==> src/rtl/grasspopper_sched.sv <==
// Round-robin front end for the 9-stage grasspopper encode pipeline. Each issued block carries
// its requester id through a tag shift register. Results collect in a credit-protected output FIFO.
module grasspopper_sched #(
  parameter int DATA_W     = 256,
  parameter int LATENCY    = 9,
  parameter int FIFO_DEPTH = 16
) (
  input  logic              clk,
  input  logic              reset,
  input  logic              req0_valid,
  output logic              req0_ready,
  input  logic [DATA_W-1:0] req0_data,
  input  logic              req1_valid,
  output logic              req1_ready,
  input  logic [DATA_W-1:0] req1_data,
  output logic [DATA_W-1:0] enc_data_o,
  input  logic [DATA_W-1:0] enc_data_i,
  output logic              rsp_valid,
  input  logic              rsp_ready,
  output logic [DATA_W-1:0] rsp_data,
  output logic              rsp_id,
  output logic              busy
);
  localparam int PTR_W = $clog2(FIFO_DEPTH);
  localparam int CNT_W = PTR_W + 1;
  localparam logic [CNT_W:0]   CREDIT_C = (CNT_W + 1)'(FIFO_DEPTH);
  localparam logic [CNT_W-1:0] FULL_C   = CNT_W'(FIFO_DEPTH);
  localparam logic [CNT_W-1:0] CNT_ONE  = CNT_W'(1);
  localparam logic [PTR_W-1:0] PTR_ONE  = PTR_W'(1);

  function automatic logic parity_f(input logic [DATA_W-1:0] data, input logic id);
    return ^{data, id};
  endfunction

  logic [LATENCY:0]    tag_vld_r;
  logic [LATENCY:0]    tag_id_r;
  logic [DATA_W-1:0]   enc_data_r;
  logic                rr_last_r;
  logic [CNT_W-1:0]    in_flight_r;
  logic [CNT_W-1:0]    fifo_cnt_r;
  logic [PTR_W-1:0]    wr_ptr_r;
  logic [PTR_W-1:0]    rd_ptr_r;
  logic [DATA_W-1:0]   mem_data_r [FIFO_DEPTH];
  logic [FIFO_DEPTH-1:0] mem_id_r;
  logic [FIFO_DEPTH-1:0] mem_par_r;

  logic [CNT_W:0]      outstanding_s;
  logic                credit_s;
  logic                grant0_s;
  logic                grant1_s;
  logic                issue_s;
  logic                issue_id_s;
  logic [DATA_W-1:0]   issue_data_s;
  logic                retire_s;
  logic                push_s;
  logic                pop_s;
  logic                full_s;
  logic                rsp_valid_s;
  logic                head_par_ok_s;

  // Credits count blocks still in the pipeline as well as those already queued.
  assign outstanding_s = {1'b0, in_flight_r} + {1'b0, fifo_cnt_r};
  assign credit_s      = (outstanding_s < CREDIT_C);
  assign retire_s      = tag_vld_r[LATENCY];
  assign push_s        = retire_s;
  assign rsp_valid_s   = (fifo_cnt_r != {CNT_W{1'b0}});
  assign pop_s         = rsp_ready & rsp_valid_s;
  assign full_s        = (fifo_cnt_r == FULL_C);
  assign head_par_ok_s = (parity_f(mem_data_r[rd_ptr_r], mem_id_r[rd_ptr_r]) == mem_par_r[rd_ptr_r]);

  always_comb begin
    grant0_s = 1'b0;
    grant1_s = 1'b0;
    if (!reset || !credit_s) begin
      grant0_s = 1'b0;
      grant1_s = 1'b0;
    end else if (req0_valid && req1_valid) begin
      grant0_s = rr_last_r;
      grant1_s = ~rr_last_r;
    end else begin
      grant0_s = req0_valid;
      grant1_s = req1_valid;
    end
  end

  assign issue_s      = grant0_s | grant1_s;
  assign issue_id_s   = grant1_s;
  assign issue_data_s = grant1_s ? req1_data : req0_data;

  always_ff @(posedge clk) begin
    if (!reset) begin
      tag_vld_r  <= '0;
      tag_id_r   <= '0;
      enc_data_r <= '0;
      rr_last_r  <= 1'b1;
    end else begin
      tag_vld_r <= {tag_vld_r[LATENCY-1:0], issue_s};
      tag_id_r  <= {tag_id_r[LATENCY-1:0], issue_id_s};
      if (issue_s) begin
        enc_data_r <= issue_data_s;
        rr_last_r  <= issue_id_s;
      end else begin
        enc_data_r <= enc_data_r;
        rr_last_r  <= rr_last_r;
      end
    end
  end

  always_ff @(posedge clk) begin
    if (!reset) begin
      in_flight_r <= '0;
    end else begin
      case ({issue_s, retire_s})
        2'b10:   in_flight_r <= in_flight_r + CNT_ONE;
        2'b01:   in_flight_r <= in_flight_r - CNT_ONE;
        default: in_flight_r <= in_flight_r;
      endcase
    end
  end

  always_ff @(posedge clk) begin
    if (!reset) begin
      wr_ptr_r   <= '0;
      rd_ptr_r   <= '0;
      fifo_cnt_r <= '0;
    end else begin
      if (push_s) wr_ptr_r <= wr_ptr_r + PTR_ONE;
      if (pop_s)  rd_ptr_r <= rd_ptr_r + PTR_ONE;
      case ({push_s, pop_s})
        2'b10:   fifo_cnt_r <= fifo_cnt_r + CNT_ONE;
        2'b01:   fifo_cnt_r <= fifo_cnt_r - CNT_ONE;
        default: fifo_cnt_r <= fifo_cnt_r;
      endcase
    end
  end

  // Storage needs no reset: an entry is only visible after it has been written.
  always_ff @(posedge clk) begin
    if (push_s) begin
      mem_data_r[wr_ptr_r] <= enc_data_i;
      mem_id_r[wr_ptr_r]   <= tag_id_r[LATENCY];
      mem_par_r[wr_ptr_r]  <= parity_f(enc_data_i, tag_id_r[LATENCY]);
    end
  end

  always_comb begin
    rsp_data = '0;
    rsp_id   = 1'b0;
    if (rsp_valid_s) begin
      rsp_data = mem_data_r[rd_ptr_r];
      rsp_id   = mem_id_r[rd_ptr_r];
    end else begin
      rsp_data = '0;
      rsp_id   = 1'b0;
    end
  end

  assign req0_ready = grant0_s;
  assign req1_ready = grant1_s;
  assign enc_data_o = enc_data_r;
  assign rsp_valid  = rsp_valid_s;
  assign busy       = (in_flight_r != {CNT_W{1'b0}}) | rsp_valid_s;

  grasspopper_sched_chk u_chk (
    .clk         (clk),
    .reset       (reset),
    .push        (push_s),
    .full        (full_s),
    .head_valid  (rsp_valid_s),
    .head_par_ok (head_par_ok_s)
  );
endmodule

// Safety properties: the credit scheme must never push into a full FIFO, and a visible head
// entry must still carry the parity it was written with.
module grasspopper_sched_chk (
  input logic clk,
  input logic reset,
  input logic push,
  input logic full,
  input logic head_valid,
  input logic head_par_ok
);
  a_no_push_full: assert property (@(posedge clk) disable iff (!reset) !(push && full));
  a_head_parity:  assert property (@(posedge clk) disable iff (!reset) (!head_valid || head_par_ok));
endmodule

==> config.mk <==
export PLATFORM = sky130hd
export DESIGN_NAME = grasspopper_sched
export DESIGN_NICKNAME = d
export VERILOG_FILES = /design/src/rtl/grasspopper_sched.sv
export SDC_FILE = /design/constraint.sdc
export NUM_CORES = 2
export LEC_CHECK = 0
export ABC_AREA = 0
export CAP_MARGIN = 40
export CORE_MARGIN = 4
export CORE_UTILIZATION = 50
export DETAILED_ROUTE_END_ITERATION = 8
export GPL_ROUTABILITY_DRIVEN = 0
export PLACE_DENSITY = 0.79
export RECOVER_POWER = 25
export SLEW_MARGIN = 20
export SYNTH_ARGS = -nofsm -noshare
export SYNTH_HDL_FRONTEND = slang
export SYNTH_SLANG_ARGS = --single-unit
==> constraint.sdc <==
create_clock -name clk -period 19.15 [get_ports clk]
set_input_delay 3.83 -clock clk [delete_from_list [all_inputs] [get_ports clk]]
set_output_delay 3.83 -clock clk [all_outputs]
set_load 0.05 [all_outputs]
==> metrics.cfg <==
[timing]
fin_setup_tns_ns=0
min_period_ns=11.10
rsz0062_at_grt=false
worst_slew_pin_slew_ns=8.35
drv_slew=2441
relSlewSlack=-4.57
setup_viol_count_final=0
skew_ns=0.102
fmax_ghz=0.0901
finalHoldViolCount=0
fin_crit_sh=0.580

[yosys]
synth_seq_cells=4411
netlist_area_mm2=0.170
synth_edf_count=4112
yosysSeqAreaShare=0.763
synthCells=7892
yosysUniqueCellTypes=47
synth_area_per_cell_um2=21.5
ys_warn_count=0
async_flop_share=0
syn-num-nets=8684
ys.flop_type=edfxtp_1

[route]
drt.antenna.violating_nets=0
drt-initial-drc-count=12600
drc=0
post_drt_wl_per_cell_um=36.5
viasPerCell=6.41
first_pass_iters=6
wirelength_um=523000
num_vias=91700

[setup_path]
crit_path_start_kind=register
cp_slowest_cell=clkbuf_1
rr_startpoint=tag_vld_r[9]
cp_num_buf_inv=3
crit_chain=inv_1, nor3_1, and2_0, clkbuf_1, buf_4
crit-reg2reg-capture=mem_data_r[0][58]
crit_type=reg2reg
crit_path_max_fanout=87
cp_data_arrival_time_ns=11.65
critPathTopFamily=buffers and inverters
worstSetupStartpoint=tag_vld_r[9]
critPathMaxStageDelay_ns=5.39
crit_end=mem_data_r[0][58]
cp_data_required_time_ns=19.70
crit_path_end_kind=register
reg2regPathDepth=5
r2r_slack_ns=8.05
cp.depth=5

[global_route]
grt_pass1_vias=90900
grt_pass1_wl_um=729000
grt_max_degree=177
antenna_found_initial=204
grtUsageTotal=0.296
globalRouteOverflowTotal=0

[cells_and_area]
final_cell_area_mm2=0.203
nNetsFinal=10100
syn2layout_area_growth_pct=19.6
fillers=22600
drive_above_1_share=0.192
mostFrequentLayoutCells=edfxtp_1 (4112), clkdlybuf4s50_1 (1283), mux4_2 (1028), or3_1 (506), clkbuf_16 (428)
final_common_cell=edfxtp_1

[clock_network]
root_buffer=clkbuf_16
postCtsSetupBuffers=0
insertion_delay_ns=1.00
cts_sinks=4411
cts_tree=built
cts-resized-gates=0
h-tree-depth=5
cts_max_path_buffers=4
clk_pin_slew_ns=0.06
ctsHoldBuffers=0
numCtsBuffers=424

[run_status]
violations=max-capacitance violations, max-slew violations
status=complete, but fails checks

[power]
total_power_w=0.0196
p_leak_nw=61.0
pwr_density_cell_mw_per_mm2=96.6
ir_drop_uv=121

[floorplan]
initial_core_util=0.503
dieWidth_um=591
core_region_area_mm2=0.337
ios=1290
num_rows=213
die_h_um=591
die_area_mm2=0.349

[run]
max_cap_viol_count=65

[min_path]
min_path_type=reg2reg
worstHoldPathCells=1

[placed_design]
io_buffers=1289
place_area_mm2=0.189
place_hpwl_um=314000

[registers in the layout, indices dropped and copies added, names as in the netlist, named ones only]
register     flops
mem_id_r        16
tag_vld_r       10
enc_data_o     256
in_flight_r      5
tag_id_r        10
rr_last_r        1
mem_data_r    4096
fifo_cnt_r       5
wr_ptr_r         4
rd_ptr_r         4
[through the flow]
stage                     cells  setup slack (ns)   util  hold slack, ns
final                     14300              8.05  0.602           0.415
after global routing      14300              7.63  0.601           0.428
after CTS                 14200              8.42  0.601           0.412
after detailed placement  13400              8.44  0.561           0.417
after global placement    13300              8.47  0.555           0.413
after floorplan            7892             10.20      -           0.412
[worst min path at each step]
stage	start	to	slack (ns)
after floorplan	tag_id_r[0]	tag_id_r[1]	0.41
after global placement	tag_vld_r[3]	tag_vld_r[4]	0.41
after detailed placement	tag_vld_r[0]	tag_vld_r[1]	0.42
after CTS	tag_id_r[8]	tag_id_r[9]	0.41
after global routing	tag_id_r[8]	tag_id_r[9]	0.43
final	tag_id_r[8]	tag_id_r[9]	0.41
[kinds of logic after synthesis]
group                    Yosys count  share of synthesized area
AO/OA/AOI/OAI                    791                     0.0393
XOR/XNOR                           9                   0.000465
adder cells (fa/ha/maj)           19                    0.00149
buffers and inverters            573                     0.0150
flip-flops                      4411                      0.763
multiplexers                    1290                      0.152
AND/OR/NAND/NOR                  799                     0.0289
[metal layers]
metal  up-vias  global-route usage  routed length [µm]
met4       110               0.194               38300
met3      1293              0.0989               60700
li1      36500                   -                   -
met2      6098               0.462              253000
met5         -                   0                 722
met1     47700               0.354              170000
[area by class of cell]
cell class	instances	area (µm²)	area share
Multi-Input combinational cell	2908	37800	0.186
Clock buffer	518	11100	0.0546
Timing Repair Buffer	1556	16100	0.0791
Clock inverter	257	2540	0.0125
Antenna cell	126	315	0.00155
Inverter	16	60.1	0.000296
Tap cell	4515	5650	0.0278
Sequential cell	4411	129000	0.638
[worst reg2reg max path: cells and delay by family, from the launching register on]
| kind | cells | cell delay [ns] |
|---|---|---|
| AND/OR/NAND/NOR | 2 | 2.98 |
| flip-flops | 1 | 0.54 |
| buffers and inverters | 3 | 7.19 |
[power by group]
part | leakage [nW] | internal [W] | switching (W)
Sequential | 39.4 | 0.0106 | 0.0000408
Combinational | 15.0 | 0.000296 | 0.000490
Clock | 6.59 | 0.00459 | 0.00362
Total | 61.0 | 0.0154 | 0.00415
[cells in the mapped netlist (4+ instances only)]
library cell | instances | area share
buf_1 | 4 | 0.000088
o2111a_1 | 253 | 0.017
buf_2 | 218 | 0.0064
mux2i_1 | 262 | 0.015
nand3_1 | 9 | 0.00027
clkbuf_1 | 302 | 0.0067
nor2_1 | 33 | 0.00073
nor3_1 | 9 | 0.00027
edfxtp_1 | 4112 | 0.73
o21ai_0 | 82 | 0.0024
nand2b_1 | 5 | 0.00018
and2_1 | 34 | 0.0013
a211oi_1 | 354 | 0.016
or3_1 | 506 | 0.019
a21oi_1 | 11 | 0.00032
inv_1 | 15 | 0.00033
nor2b_1 | 178 | 0.0066
ha_1 | 17 | 0.0013
mux4_2 | 1028 | 0.14
nand2_1 | 9 | 0.00020
dfxtp_1 | 299 | 0.035
a22oi_1 | 79 | 0.0035
xor2_1 | 8 | 0.00041
buf_4 | 32 | 0.0014
Note: power is estimated with default switching activity, not from simulation.
